### config.mk
export PLATFORM = sky130hd
export DESIGN_NAME = banda_output_collector
export DESIGN_NICKNAME = d
export VERILOG_FILES = /design/src/rtl/banda_pkg.sv /design/src/rtl/banda_sync_fifo.sv /design/src/rtl/banda_output_collector.sv
export SDC_FILE = /design/constraint.sdc
export NUM_CORES = 1
export LEC_CHECK = 0
export BUFFER_PORTS_ARGS = -buffer_cell sky130_fd_sc_hd__clkbuf_2
export CORE_MARGIN = 3
export CORE_UTILIZATION = 59
export DETAILED_ROUTE_END_ITERATION = 7
export GPL_ROUTABILITY_DRIVEN = 0
export PLACE_DENSITY = 0.88
export SYNTH_ARGS = -nofsm -noshare
export SYNTH_HDL_FRONTEND = slang
export SYNTH_SLANG_ARGS = --single-unit
### constraint.sdc
create_clock -name clk -period 2.9 [get_ports clk]
set_input_delay 0.58 -clock clk [delete_from_list [all_inputs] [get_ports clk]]
set_output_delay 0.58 -clock clk [all_outputs]
set_load 0.005 [all_outputs]
### src/rtl/banda_pkg.sv
// banda_pkg: shared constants and types for the Banda output collector.
//   WORD_W      - collected word width (f bits packed LSB-first)
//   LATENCY_DEF - default load-to-result latency of the assembly line
//   DEPTH_DEF   - default output FIFO depth in words
//   pack_state_e - packer FSM states
package banda_pkg;

   localparam int unsigned WORD_W      = 8;
   localparam int unsigned LATENCY_DEF = 3;
   localparam int unsigned DEPTH_DEF   = 4;

   typedef enum logic [0:0] {
      EMPTY,
      FILLING
   } pack_state_e;

endpackage

### src/rtl/banda_sync_fifo.sv
// banda_sync_fifo: first-word fall-through synchronous FIFO with sticky overflow.
//   clk_i, rst_ni         - clock, asynchronous active-low reset
//   wr_en_i, wr_data_i    - push request and word
//   rd_en_i               - consumer ready; pops when a word is available
//   rd_data_o, valid_o    - oldest word (zero when empty) and non-empty flag
//   count_o               - words held, 0..Depth
//   overflow_o            - set when a push is dropped because the FIFO is full
module banda_sync_fifo #(
   parameter int unsigned Width = 8,
   parameter int unsigned Depth = 4
) (
   input  logic                     clk_i,
   input  logic                     rst_ni,
   input  logic                     wr_en_i,
   input  logic [Width-1:0]         wr_data_i,
   input  logic                     rd_en_i,
   output logic [Width-1:0]         rd_data_o,
   output logic                     valid_o,
   output logic [$clog2(Depth):0]   count_o,
   output logic                     overflow_o
);

   localparam int unsigned PtrW = $clog2(Depth);
   localparam int unsigned CntW = PtrW + 1;

   logic [Width-1:0] mem_q [Depth];
   logic [PtrW-1:0]  wptr_q, wptr_d, rptr_q, rptr_d;
   logic [CntW-1:0]  cnt_q, cnt_d;
   logic             ovf_q, ovf_d;
   logic             full, do_push, do_pop;

   always_comb begin
      full    = (cnt_q == CntW'(Depth));
      do_pop  = (cnt_q != '0) && rd_en_i;
      // A pop on the same edge frees the slot, so a push into a full FIFO still lands.
      do_push = wr_en_i && (!full || do_pop);
      wptr_d  = do_push ? wptr_q + PtrW'(1) : wptr_q;
      rptr_d  = do_pop  ? rptr_q + PtrW'(1) : rptr_q;
      cnt_d   = cnt_q;
      case ({do_push, do_pop})
         2'b10:   cnt_d = cnt_q + CntW'(1);
         2'b01:   cnt_d = cnt_q - CntW'(1);
         default: cnt_d = cnt_q;
      endcase
      ovf_d   = ovf_q | (wr_en_i && full && !do_pop);
   end

   always_ff @(posedge clk_i or negedge rst_ni) begin
      if (!rst_ni) begin
         wptr_q <= '0;
         rptr_q <= '0;
         cnt_q  <= '0;
         ovf_q  <= 1'b0;
      end else begin
         wptr_q <= wptr_d;
         rptr_q <= rptr_d;
         cnt_q  <= cnt_d;
         ovf_q  <= ovf_d;
      end
   end

   always_ff @(posedge clk_i) begin
      if (do_push) begin
         mem_q[wptr_q] <= wr_data_i;
      end
   end

   assign valid_o    = (cnt_q != '0);
   assign rd_data_o  = valid_o ? mem_q[rptr_q] : '0;
   assign count_o    = cnt_q;
   assign overflow_o = ovf_q;

endmodule

### src/rtl/banda_output_collector.sv
// banda_output_collector: delays the assembly-line load strobe by LATENCY cycles, samples
// the result bit f when the delayed strobe fires, packs samples LSB-first into 8-bit words
// and queues the words in an output FIFO.
//   clk, clear_n           - clock, asynchronous active-low reset
//   load, f, flush         - input strobe, result bit, partial-word flush request
//   out_data, out_valid    - oldest queued word and non-empty flag
//   out_ready              - consumer accept
//   overflow, word_cnt     - sticky drop flag, words held
// Optional feature: define BANDA_COLLECT_PARITY_EN to add out_parity, the even parity of
// out_data, stored alongside each word.
module banda_output_collector
   import banda_pkg::*;
#(
   parameter int unsigned LATENCY = LATENCY_DEF,
   parameter int unsigned DEPTH   = DEPTH_DEF
) (
   input  logic              clk,
   input  logic              clear_n,
   input  logic              load,
   input  logic              f,
   input  logic              flush,
   output logic [WORD_W-1:0] out_data,
   output logic              out_valid,
   input  logic              out_ready,
   output logic              overflow,
   output logic [4:0]        word_cnt
`ifdef BANDA_COLLECT_PARITY_EN
   ,
   output logic              out_parity
`endif
);

`ifdef BANDA_COLLECT_PARITY_EN
   localparam int unsigned FifoW = WORD_W + 1;
`else
   localparam int unsigned FifoW = WORD_W;
`endif

   // Load delay line; its last stage marks the cycle f is valid.
   logic [LATENCY-1:0] dly_q, dly_d;
   logic               f_vld;

   always_comb begin
      dly_d    = dly_q << 1;
      dly_d[0] = load;
   end

   always_ff @(posedge clk or negedge clear_n) begin
      if (!clear_n) dly_q <= '0;
      else          dly_q <= dly_d;
   end

   assign f_vld = dly_q[LATENCY-1];

   // Packer FSM.
   pack_state_e       state_q, state_d;
   logic [2:0]        bit_cnt_q, bit_cnt_d;
   logic [WORD_W-1:0] sr_q, sr_d;
   logic [WORD_W-1:0] sample_word;
   logic              push;

   always_ff @(posedge clk or negedge clear_n) begin
      if (!clear_n) begin
         state_q   <= EMPTY;
         bit_cnt_q <= '0;
         sr_q      <= '0;
      end else begin
         state_q   <= state_d;
         bit_cnt_q <= bit_cnt_d;
         sr_q      <= sr_d;
      end
   end

   always_comb begin
      state_d   = state_q;
      bit_cnt_d = bit_cnt_q;
      sr_d      = sr_q;
      if (push) begin
         state_d   = EMPTY;
         bit_cnt_d = '0;
         sr_d      = '0;
      end else if (f_vld) begin
         state_d   = FILLING;
         bit_cnt_d = bit_cnt_q + 3'd1;
         sr_d      = sample_word;
      end
   end

   // The word being pushed already includes a same-cycle sample; unfilled bits stay 0
   // because the shift register is cleared on every push.
   always_comb begin
      sample_word = sr_q;
      if (f_vld) sample_word[bit_cnt_q] = f;
      push = 1'b0;
      unique case (state_q)
         EMPTY:   push = f_vld && flush;
         FILLING: push = (f_vld && (bit_cnt_q == 3'd7)) || flush;
      endcase
   end

   logic [FifoW-1:0]         wr_word, rd_word;
   logic [$clog2(DEPTH):0]   fifo_cnt;

`ifdef BANDA_COLLECT_PARITY_EN
   assign wr_word                = {^sample_word, sample_word};
   assign {out_parity, out_data} = rd_word;
`else
   assign wr_word  = sample_word;
   assign out_data = rd_word;
`endif

   banda_sync_fifo #(
      .Width (FifoW),
      .Depth (DEPTH)
   ) u_fifo (
      .clk_i      (clk),
      .rst_ni     (clear_n),
      .wr_en_i    (push),
      .wr_data_i  (wr_word),
      .rd_en_i    (out_ready),
      .rd_data_o  (rd_word),
      .valid_o    (out_valid),
      .count_o    (fifo_cnt),
      .overflow_o (overflow)
   );

   assign word_cnt = 5'(fifo_cnt);

endmodule
After elaboration in Yosys (flattened, before gate mapping)
Memories as Yosys holds them, arrays and structs flattened.
Index checks and enable logic that the tools add are counted.

cells by class
  add/sub/neg operators = 5
  $lt $le $gt $ge = 2
  equality and inequality tests = 4
  multiplexer cells = 15
  bitwise gates (word level) = 2
  reductions and logical operators = 14

operator list
  operator               count
  $mux W8                4
  $bwmux W8              1
  $logic_and A1 B1 Y1    7
  $add A3 B1 Y3 const B  2
  $eq A3 B3 Y1 const B   2
  $mux W3                2
  $pmux W3 S2            1
  $mux W1                5
  $add A2 B1 Y2 const B  2
  $lt A3 B4 Y1 const B   1
  $reduce_bool A2 Y1     2
  $demux W1 S3           1
  $ge A3 B1 Y1 const B   1
  $reduce_bool A3 Y1     1
  $sub A3 B1 Y3 const B  1
  $eq A2 B1 Y1 const B   1
  $eq A2 B2 Y1 const B   1
  $logic_not A1 Y1       2
  $logic_or A1 B1 Y1     2
  $pmux W1 S2            1
  $not A1 Y1             1
  $or A1 B1 Y1           1

storage, ports and cells
  flip-flop bits (word level) = 23
  memory bits (writable) = 32
  output and inout bits = 15
  memories = 1

memories
  memory        depth  width  read ports  clocked after memory_dff  write ports  RTL line               RTL
  u_fifo.mem_q  4      8      1           0                         1            banda_sync_fifo.sv:26  logic [Width-1:0] mem_q [Depth];

Logic depth before layout (Yosys ltp)
Gate-level depths: netlist of run 1.

  depth after elaboration = 8
  depth in mapped cells = 10
  gate-level depth less buffers = 10

Cells and area by module
Synthesis of run 1 repeated with hierarchy kept, for this count alone.

unflattened totals
  cell total of the unflattened synthesis = 168
  area, all modules = 2588.7 um^2

modules (own cells, without submodules)
  module                  instances  cells an instance  area an instance (um^2)
  banda_sync_fifo         1          104                1752.9
  banda_output_collector  1          64                 835.8

Worst setup path before layout of run 1
Ideal clock, no wire load.

  kind = flip-flop to flip-flop
  start point = register u_fifo.cnt_q[1] (netlist: u_fifo.count_o[1])
  end point = register u_fifo.cnt_q[2] (netlist: u_fifo.count_o[2])
  setup time = 0.083 ns
  arrival = 2.087 ns
  slack = 0.731 ns
  stages on the path, launching flop included = 10
  cell sequence = dfrtp_1 or3_1 clkbuf_1 nand2_1 nor2_1 fa_1 nand2b_1 nor3_1 a211oi_1 o21ai_0

on the way
  longest elaborated chain between the ends = 6

ends and longest elaborated chain
  element                                                   RTL line                      RTL
  start: declaration                                        banda_sync_fifo.sv:28         logic [CntW-1:0] cnt_q, cnt_d;
  start signal: assignment                                  banda_sync_fifo.sv:57         cnt_q <= cnt_d;
  $reduce_bool A3 Y1 (*)                                    -
  net out_valid                                             banda_output_collector.sv:23  output logic out_valid,
  $logic_and A1 B1 Y1 (*)                                   banda_sync_fifo.sv:34         do_pop = (cnt_q != '0) && rd_en_i;
  $logic_or A1 B1 Y1                                        banda_sync_fifo.sv:36         do_push = wr_en_i && (!full || do_pop);
  $logic_and A1 B1 Y1                                       banda_sync_fifo.sv:36
  $eq A2 B1 Y1 / $eq A2 B2 Y1 (equally long branches)       banda_sync_fifo.sv:40         case ({do_push, do_pop})
  $pmux W3 S2 / $reduce_bool A2 Y1 (equally long branches)  -

The timed path passes the listed nets; every way through them passes the cells marked *.
A chain may end at the register's enable or synchronous reset.

Worst setup path after layout of run 1
  start point = register u_fifo.rptr_q[0]
  end point = output port out_data[1]

on the way
  longest elaborated chain between the ends = 2

ends and longest elaborated chain
  element                   RTL line                      RTL
  start: declaration        banda_sync_fifo.sv:27         logic [PtrW-1:0] wptr_q, wptr_d, rptr_q, rptr_d;
  start signal: assignment  banda_sync_fifo.sv:56         rptr_q <= rptr_d;
  $mem_v2 Z4 W8             -
  $mux W8                   banda_sync_fifo.sv:69         assign rd_data_o = valid_o ? mem_q[rptr_q] : '0;
  end: declaration          banda_output_collector.sv:22  output logic [WORD_W-1:0] out_data,

No other way between the ends.

==> results of run 1 <==
-- cells by family (layout without fill, tap and decap cells) --
kind of cell | after synthesis | in the layout
flops | 55 | 55
simple gates | 44 | 44
mux | 17 | 17
xor+xnor | 3 | 3
compound gates | 32 | 32
buf+inv | 16 | 29
fa+ha+maj | 7 | 7
other cells | 1 | 2
-- cell type report --
type	count	area (um^2)
Clock buffer	6	72.57
Multi-Input combinational cell	105	910.9
Inverter	3	11.26
Tap cell	50	62.56
Sequential cell	55	1536
Fill cell	288	1361
Clock inverter	2	12.51
Timing Repair Buffer	18	90.09
-- placed cells by master, fill, tap and decap left out, types with 2 or more instances in the layout --
| cell | instances |
|---|---|
| mux2_2 | 5 |
| inv_1 | 3 |
| nor2_1 | 5 |
| a21oi_1 | 6 |
| o21ai_0 | 6 |
| nor3b_1 | 2 |
| dfrtp_1 | 23 |
| nand3_1 | 3 |
| edfxtp_1 | 32 |
| conb_1 | 2 |
| mux2_1 | 4 |
| nor3_1 | 3 |
| clkbuf_2 | 18 |
| mux4_2 | 8 |
| clkbuf_8 | 5 |
| or3_1 | 2 |
| nand2_1 | 4 |
| nand2b_1 | 3 |
| nand4b_1 | 3 |
| xnor2_1 | 3 |
| and2_1 | 13 |
| o31ai_1 | 2 |
| a32o_1 | 10 |
| ha_1 | 6 |
-- flip-flops by register name (all words and copies together), names as in the netlist --
register / count
u_fifo.rptr_q: 2
u_fifo.mem_q: 32
state_q: 1
u_fifo.overflow_o: 1
sr_q: 8
bit_cnt_q: 3
u_fifo.wptr_q: 2
u_fifo.count_o: 3
dly_q: 3
-- synth_stat cells, types with 2 or more instances --
cell / instances / share of area, %
edfxtp_1: 32 / 38
a32o_1: 10 / 4.0
or3_1: 2 / 0.50
and2_1: 13 / 3.2
mux4_2: 8 / 7.1
nor3_1: 3 / 0.59
nand2_1: 4 / 0.59
dfrtp_1: 23 / 23
clkbuf_1: 5 / 0.74
a21oi_1: 6 / 1.2
nor2_1: 5 / 0.74
nand3_1: 3 / 0.59
buf_2: 4 / 0.79
o21ai_0: 6 / 1.2
xnor2_1: 3 / 1.0
mux2_2: 5 / 2.2
nand2b_1: 3 / 0.74
nor3b_1: 2 / 0.59
nand4b_1: 3 / 1.0
mux2_1: 4 / 1.8
inv_1: 3 / 0.45
ha_1: 6 / 3.0
buf_4: 4 / 1.2
o31ai_1: 2 / 0.59
-- worst paths after layout --
check                                        startpoint                             to  slack [ns]  depth (start not counted)
max                        u_fifo.rptr_q[0]$_DFFE_PN0N_                    out_data[1]        0.44                          3
min                                             clear_n       bit_cnt_q[2]$_DFFE_PN0P_        0.25                          1
max reg2reg                    bit_cnt_q[1]$_DFFE_PN0P_  u_fifo.count_o[2]$_DFFE_PN0P_        0.51                         10
min reg2reg                          dly_q[1]$_DFF_PN0_             dly_q[2]$_DFF_PN0_        0.36                          0
max in group asynchronous                       clear_n            sr_q[5]$_DFFE_PN0P_        2.26                          1
min in group clk                     dly_q[1]$_DFF_PN0_             dly_q[2]$_DFF_PN0_        0.36                          0
-- metal layers --
| metal | vias up | global-route usage, % | wire length, um |
|---|---|---|---|
| met4 | 0 | 6.054 | 50 |
| met5 | - | 0 | 0 |
| met1 | 725 | 23.98 | 1775 |
| li1 | 683 | - | - |
| met2 | 48 | 31.43 | 2193 |
| met3 | 5 | 3.927 | 275 |
-- worst reg2reg max path, delay by kind of cell (launching register included) --
kind / cells / cell delay [ns]
adders and majority gates: 3 / 0.84
DFF: 1 / 0.51
AOI/OAI and AO/OA: 2 / 0.23
and+or+nand+nor: 5 / 0.72
-- metrics by stage --
stage	cell area, um^2	setup slack, ns	hold slack [ns]
2_1_floorplan	2527	0.7307	0.2844
4_1_cts	2696	0.3920	0.2693
3_5_place_dp	2611	0.5296	0.3347
3_3_place_gp	2611	0.7013	0.3344
5_1_grt	2696	0.2986	0.2824
6_report	2696	0.4449	0.2549
-- report_power, final --
| part | leakage (uW) | internal [uW] | switching (uW) |
|---|---|---|---|
| clock network | 0.0000428 | 169 | 229 |
| registers | 0.000587 | 968 | 166 |
| logic | 0.000417 | 360 | 277 |
| total | 0.00105 | 1500 | 673 |
==> results.json, run 1 <==
{
  "status": "completed",
  "die_h_um": 71.40,
  "num_antenna_cells": 0,
  "root_buffer": "clkbuf_8",
  "grt_setup_unrepaired": "false",
  "synth_mux_area_share_pct": 11.16,
  "clock.fmax_mhz": 407.3,
  "ios": 21,
  "slowest_delay_ns": 0.72,
  "layout-drive-gt1-share_pct": 20.63,
  "synth_cells": 175,
  "grt_overflow": 0,
  "slew_headroom_pct": 45.40,
  "required_ns": 2.32,
  "power_density_nw_per_um2": 804.6,
  "hold_path_class": "in -> async",
  "postCtsSetupBuffers": 0,
  "slew_violations": 0,
  "yosysSeqAreaShare_pct": 60.88,
  "synth.avg_cell_area_um2": 14.42,
  "layout_min_cycle_time_ns": 2.455,
  "cp-start-kind": "register",
  "grt_max_degree": 24,
  "clkTransAtPathRegs_ns": 0.09,
  "core_um2": 4058,
  "grtUsageTotal_pct": 18.55,
  "cts_buffer_depth": 2,
  "ys.warnings.count": 0,
  "worst-path-buf-inv": 1,
  "synth_top_family_by_area": "multiplexers",
  "clock_skew_ns": 0.01068,
  "fin_setup_tns_ns": 0,
  "drv_cap": 0,
  "antenna_found_initial": 0,
  "fin_util_pct": 66.45,
  "grt_pass1_wl_mm": 7.113,
  "drtPass1Iterations": 4,
  "vdd_drop_max_v": 0.0004298,
  "ys.flop_type": "edfxtp_1",
  "critPathTopFamily": "flip-flops",
  "path_cells": "mux4_2 -> and2_1 -> clkbuf_2",
  "htreeDepth": 2,
  "drcViolationCount": 0,
  "clk_latency_ns": 0.30,
  "synth_seq_cells": 55,
  "die_width_um": 71.40,
  "rows": 23,
  "synth-edff-count": 32,
  "worstSetupEndpointType": "output pin",
  "start_util_pct": 62.20,
  "power_uw": 2170,
  "leakagePower_uw": 0.001047,
  "port-buffer-count": 18,
  "post-place-cells": 231,
  "cts_buffers": 5,
  "dpl.hpwl_mm": 3.106,
  "setup_violations": 0,
  "tightest_slew_ns": 0.8191,
  "stdcell_count": 239,
  "syn-cell-area_um2": 2524,
  "synthXorXnorAreaFrac_pct": 1.041,
  "clock_sinks": 55,
  "cts-hold-fix-buffers": 0,
  "cts_tree": "built",
  "cp_max_fo": 10,
  "arrival_ns": 1.88,
  "grt_pass1_vias": 1475,
  "routed_wl_mm": 4.294,
  "num-nets-final": 201,
  "avgRoutedWirePerCell_um": 17.97,
  "synthAdderAreaFrac_pct": 3.768,
  "synth_cell_types": 40,
  "die_area_um2": 5098,
  "vias_per_cell": 6.113,
  "period_share_pct": 84.66,
  "drtIter0Drc": 107,
  "cp_slowest_cell": "dfrtp_1",
  "finalHoldViolations": 0,
  "synth_async_sr_flop_share_pct": 41.82,
  "vias": 1461,
  "synth_simple_gate_area_share_pct": 10.46,
  "synthToLayoutAreaGrowth_pct": 6.842,
  "synth_compound_area_share_pct": 9.370,
  "ctsResizeCount": 0,
  "drtAntennaViolNets": 0,
  "crit_type": "reg -> out"
}
No activity file was read; power rests on OpenSTA's default activity.
==> run 2: changes to the inputs <==
ABC_AREA = 1   (was default)
CORE_UTILIZATION = 58   (was 59)
PLACE_DENSITY = 0.87   (was 0.88)
clock period = 2.5 ns   (was 2.9 ns; I/O delays follow)
==> results.json, run 2 <==
{
  "status": "completed",
  "cts-hold-fix-buffers": 0,
  "top_register": "u_fifo.mem_q",
  "core_um2": 4058,
  "n_fill_cell": 293,
  "p_seq_share_pct": 46.4,
  "start_util_pct": 60.87,
  "grt_pass1_vias": 1571,
  "ys_top_cells_by_count": "54 x nor2_1, 32 x edfxtp_1, 27 x inv_1",
  "cp_slowest_cell": "dfrtp_1",
  "dpl.hpwl_mm": 3.110,
  "slew_violations": 0,
  "cp-start-kind": "register",
  "r2r_end": "u_fifo.mem_q[2][1]$_DFFE_PP_",
  "top_regs": "u_fifo.mem_q: 32 flops, sr_q: 8 flops",
  "hold_path_class": "in -> async",
  "crit_type": "reg -> out",
  "slew_headroom_pct": 53.89,
  "synth.avg_cell_area_um2": 10.60,
  "most-common-layout-cells": "54 x nor2_1, 32 x edfxtp_1, 27 x inv_1, 24 x nand2_1, 23 x dfrtp_1",
  "die_width_um": 71.26,
  "synth_top_cell_by_area": "edfxtp_1",
  "synth_cell_types": 25,
  "ys.flop_type": "edfxtp_1",
  "tightest_slew_ns": 0.6891,
  "critPathLaunch": "u_fifo.rptr_q[0]$_DFFE_PN0N_",
  "seqCellArea_um2": 1536,
  "worstSetupEndpointType": "output pin",
  "drtPass1Iterations": 4,
  "cts_tree": "built",
  "fin_setup_tns_ns": 0,
  "num-nets-final": 266,
  "cts_buffer_depth": 2,
  "combPwrFrac_pct": 34.1,
  "drv_cap": 0,
  "clock.fmax_mhz": 443.2,
  "synth_top_area_share_pct": 38.91,
  "clock_sinks": 55,
  "p_int_uw": 1862,
  "synth_async_sr_flop_share_pct": 41.82,
  "finalHoldViolations": 0,
  "switchingPower_uw": 1046,
  "clkPwrFrac_pct": 19.5,
  "port-buffer-count": 18,
  "syn-cell-area_um2": 2470,
  "switching_share_pct": 35.97,
  "drtIter0Drc": 90,
  "ys.warnings.count": 0,
  "fin_util_pct": 66.61,
  "num_antenna_cells": 0,
  "synthTopCellsByArea": "edfxtp_1 39%, dfrtp_1 23%, nor2_1 8.2%",
  "period_share_pct": 90.25,
  "die_area_um2": 5077,
  "synthToLayoutAreaGrowth_pct": 9.422,
  "largest_register_ffs": 32,
  "die_h_um": 71.26,
  "ctsResizeCount": 0,
  "cts_buffers": 5,
  "leakagePower_uw": 0.001290,
  "root_buffer": "clkbuf_8",
  "regToRegSetupSlack_ns": 0.42,
  "rows": 23,
  "power_density_nw_per_um2": 1076,
  "clock_skew_ns": 0.005503,
  "postCtsSetupBuffers": 0,
  "grt_overflow": 0,
  "grt_setup_unrepaired": "false",
  "grt_max_degree": 24,
  "layout_min_cycle_time_ns": 2.256,
  "synth-edff-count": 32,
  "layout-drive-gt1-share_pct": 15.35,
  "vias": 1583,
  "routed_wl_mm": 4.263,
  "r2r_cells": 8,
  "antenna_found_initial": 0,
  "avgRoutedWirePerCell_um": 14.02,
  "drtAntennaViolNets": 0,
  "vias_per_cell": 5.207,
  "path_cells": "inv_2 -> o21ai_0 -> a21oi_1 -> clkbuf_2",
  "final_common_cell": "nor2_1",
  "setup_violations": 0,
  "yosysSeqAreaShare_pct": 62.21,
  "vdd_drop_max_v": 0.0006112,
  "synth_seq_cells": 55,
  "rr_startpoint": "bit_cnt_q[1]$_DFFE_PN0P_",
  "yosysMostFrequentCell": "nor2_1",
  "arrival_ns": 1.76,
  "grt_pass1_wl_mm": 7.355,
  "cp_max_fo": 18,
  "synth_cells": 233,
  "clkTransAtPathRegs_ns": 0.09,
  "drcViolationCount": 0,
  "ios": 21,
  "clk_latency_ns": 0.31,
  "grtUsageTotal_pct": 19.21,
  "slowest_delay_ns": 0.72,
  "multiInputGateArea_um2": 772.0,
  "required_ns": 2.00,
  "htreeDepth": 2
}
run 2: cell types whose count changed after synthesis, moves of 7 or more:
cell     previous run  this run
o21ai_0             6        19
mux2i_1             0         7
a32o_1             10         0
and2_1             13         0
nand2_1             4        24
nor2_1              5        54
mux4_2              8         0
inv_1               3        27
run 2: how the worst max path moves through the flow:
stage                     slack (ns)  cells after the start                       endpoint
after detailed placement        0.44                      8   u_fifo.mem_q[2][7]$_DFFE_PP_
final                           0.24                      4                    out_data[1]
after floorplan                 0.71                     10  u_fifo.count_o[1]$_DFFE_PN0P_
after CTS                       0.25                      4                    out_data[1]
after global routing            0.11                      4                    out_data[2]
after global placement          0.50                      8   u_fifo.mem_q[2][1]$_DFFE_PP_
run 2: per-layer routing:
layer  up-vias  wire (um)  track usage, %
met5         -          0               0
met4         0         80           7.307
met3         8        302           4.488
met2        57       2070           31.12
met1       733       1810           25.44
li1        785          -               -
run 2: metrics by stage:
step           cells  cell area (um^2)  power, uW  setup WS (ns)  hold slack, ns
6_report         304              2703       2908         0.2439          0.1640
3_3_place_gp     296              2590       2314         0.5034          0.3330
5_1_grt          304              2703       3139         0.1060          0.1949
3_5_place_dp     296              2590       2357         0.4399          0.3355
2_1_floorplan    234              2474       2029         0.7082          0.2044
4_1_cts          304              2703       2930         0.2486          0.1763
run 2: cells by family after synthesis:
| kind of cell | after synthesis | synth area share, % |
|---|---|---|
| compound gates | 31 | 6.383 |
| xor+xnor | 2 | 0.7093 |
| fa+ha+maj | 7 | 3.850 |
| buf+inv | 36 | 6.687 |
| flops | 55 | 62.21 |
| mux | 7 | 2.837 |
| other cells | 1 | 0.1518 |
| simple gates | 94 | 17.17 |
run 2: area by class of cell:
cell class              count  share of cell area, %
repair buffers             19                  3.611
clock inverters             3                  1.620
inverters                  29                  4.491
flip-flops and latches     55                  56.85
clock buffers               5                  2.546
well taps                  50                  2.315
multi-input cells         143                  28.56
run 2: worst max-delay path: cells and delay by family (launching register included):
family | cells | cell delay [ns]
buffers and inverters | 2 | 0.37
flip-flops | 1 | 0.72
AO/OA/AOI/OAI | 2 | 0.35
run 2: power groups by stage:
stage | logic (uW) | clock network [uW] | registers (uW)
global route | 1150 | 618 | 1370
finish | 991 | 568 | 1350
CTS | 1000 | 582 | 1350
floorplan | 748 | 0 | 1280
detailed placement | 991 | 0 | 1370
global placement | 957 | 0 | 1360
==> run 3: changes to the inputs <==
MAX_ROUTING_LAYER = met4   (was default)
==> results.json, run 3 (same netlist as run 2, synthesis figures left out) <==
{
  "slew_violations": 0,
  "slew_headroom_pct": 52.56,
  "required_ns": 2.00,
  "tightest_slew_ns": 0.7089,
  "dr_wl_met2_mm": 2.057,
  "cp_slowest_cell": "dfrtp_1",
  "wl_met3_um": 251,
  "multiInputGateArea_um2": 772.0,
  "period_share_pct": 89.65,
  "drtPass1Iterations": 4,
  "cts-hold-fix-buffers": 0,
  "grt_overflow": 0,
  "die_width_um": 71.26,
  "drtAntennaViolNets": 0,
  "seqCellArea_um2": 1536,
  "port-buffer-count": 18,
  "cp-start-kind": "register",
  "die_area_um2": 5077,
  "top_regs": "u_fifo.mem_q: 32 flops, sr_q: 8 flops",
  "num-nets-final": 266,
  "leakagePower_uw": 0.001290,
  "hold_path_class": "in -> async",
  "layout_min_cycle_time_ns": 2.241,
  "rows": 23,
  "crit_end": "out_data[1]",
  "most-common-layout-cells": "54 x nor2_1, 32 x edfxtp_1, 27 x inv_1, 24 x nand2_1, 23 x dfrtp_1",
  "largest_register_ffs": 32,
  "drcViolationCount": 0,
  "grt_max_degree": 24,
  "htreeDepth": 2,
  "layout-drive-gt1-share_pct": 15.35,
  "postCtsSetupBuffers": 0,
  "root_buffer": "clkbuf_8",
  "finalInstanceArea_um2": 2703,
  "avgRoutedWirePerCell_um": 13.94,
  "grt_setup_unrepaired": "false",
  "final_common_cell": "nor2_1",
  "cp_max_fo": 18,
  "finalHoldViolations": 0,
  "setup_violations": 0,
  "worstSetupEndpointType": "output pin",
  "drv_cap": 0,
  "routed_wl_mm": 4.237,
  "critPathLaunch": "u_fifo.rptr_q[0]$_DFFE_PN0N_",
  "path_cells": "inv_2 -> o21ai_0 -> a21oi_1 -> clkbuf_2",
  "fin_setup_tns_ns": 0,
  "n_fill_cell": 293,
  "vias": 1575,
  "drtIter0Drc": 93,
  "antenna_found_initial": 0,
  "die_h_um": 71.26,
  "clkTransAtPathRegs_ns": 0.09,
  "vdd_drop_max_v": 0.0006111,
  "r2r_cells": 8,
  "vias_per_cell": 5.181,
  "synthToLayoutAreaGrowth_pct": 9.422,
  "cts_buffer_depth": 2,
  "crit_type": "reg -> out",
  "ctsResizeCount": 0,
  "ios": 21,
  "start_util_pct": 60.87,
  "met1Wirelength_mm": 1.846,
  "grtUsageTotal_pct": 19.84,
  "r2r_end": "u_fifo.mem_q[2][7]$_DFFE_PP_",
  "clk_latency_ns": 0.31,
  "core_um2": 4058,
  "topRoutingLayerUsed": "met4",
  "status": "completed",
  "clock_skew_ns": 0.006230,
  "cts_tree": "built",
  "cts_buffers": 5,
  "power_density_nw_per_um2": 1077,
  "clock.fmax_mhz": 446.2,
  "grt_pass1_vias": 1568,
  "num_antenna_cells": 0,
  "grt_pass1_wl_mm": 7.376,
  "regToRegSetupSlack_ns": 0.41,
  "slowest_delay_ns": 0.71,
  "rr_startpoint": "bit_cnt_q[1]$_DFFE_PN0P_",
  "placed_cell_area_um2": 2590,
  "clock_sinks": 55,
  "dpl.hpwl_mm": 3.110,
  "arrival_ns": 1.74,
  "top_register": "u_fifo.mem_q"
}
==> run 3: report_power, final <==
part	switching [uW]	leakage, uW	internal [uW]	total, uW
Clock	273	0.0000581	298	571
Sequential	165	0.000586	1180	1350
Combinational	610	0.000646	380	990
Total	1050	0.00129	1860	2910
==> run 3: how the worst min path moves through the flow <==
stage / endpoint / slack [ns]
after floorplan: bit_cnt_q[0]$_DFFE_PN0P_ / 0.20
after global placement: dly_q[2]$_DFF_PN0_ / 0.33
after detailed placement: dly_q[2]$_DFF_PN0_ / 0.34
after CTS: u_fifo.count_o[2]$_DFFE_PN0P_ / 0.18
after global routing: u_fifo.wptr_q[1]$_DFFE_PN0P_ / 0.19
final: u_fifo.wptr_q[0]$_DFFE_PN0P_ / 0.16
==> run 3: critical path, delay by kind of cell (launching register included) <==
| family | cells | cell delay (ns) |
|---|---|---|
| buffers and inverters | 2 | 0.37 |
| flip-flops | 1 | 0.71 |
| AO/OA/AOI/OAI | 2 | 0.35 |
==> run 3: final cells by class <==
class / instances / area share, %
Timing Repair Buffer: 19 / 3.611
Inverter: 29 / 4.491
Clock buffer: 5 / 2.546
Sequential cell: 55 / 56.85
Multi-Input combinational cell: 143 / 28.56
Clock inverter: 3 / 1.620
Tap cell: 50 / 2.315
==> run 3: per-stage QoR <==
stage / utilization [%] / hold slack, ns / total power [uW] / setup WS (ns) / instances
6_report: 66.61 / 0.1621 / 2909 / 0.2589 / 304
3_3_place_gp: 63.83 / 0.3330 / 2314 / 0.5034 / 296
5_1_grt: 66.61 / 0.1930 / 3141 / 0.1060 / 304
2_1_floorplan: - / 0.2044 / 2029 / 0.7082 / 234
3_5_place_dp: 63.83 / 0.3355 / 2357 / 0.4399 / 296
4_1_cts: 66.61 / 0.1763 / 2930 / 0.2486 / 304
==> run 3: layer usage <==
layer | vias up | track usage, %
li1 | 785 | -
met1 | 732 | 25.63
met2 | 50 | 31.12
met3 | 8 | 4.348
met4 | 0 | 7.307
met5 | - | -
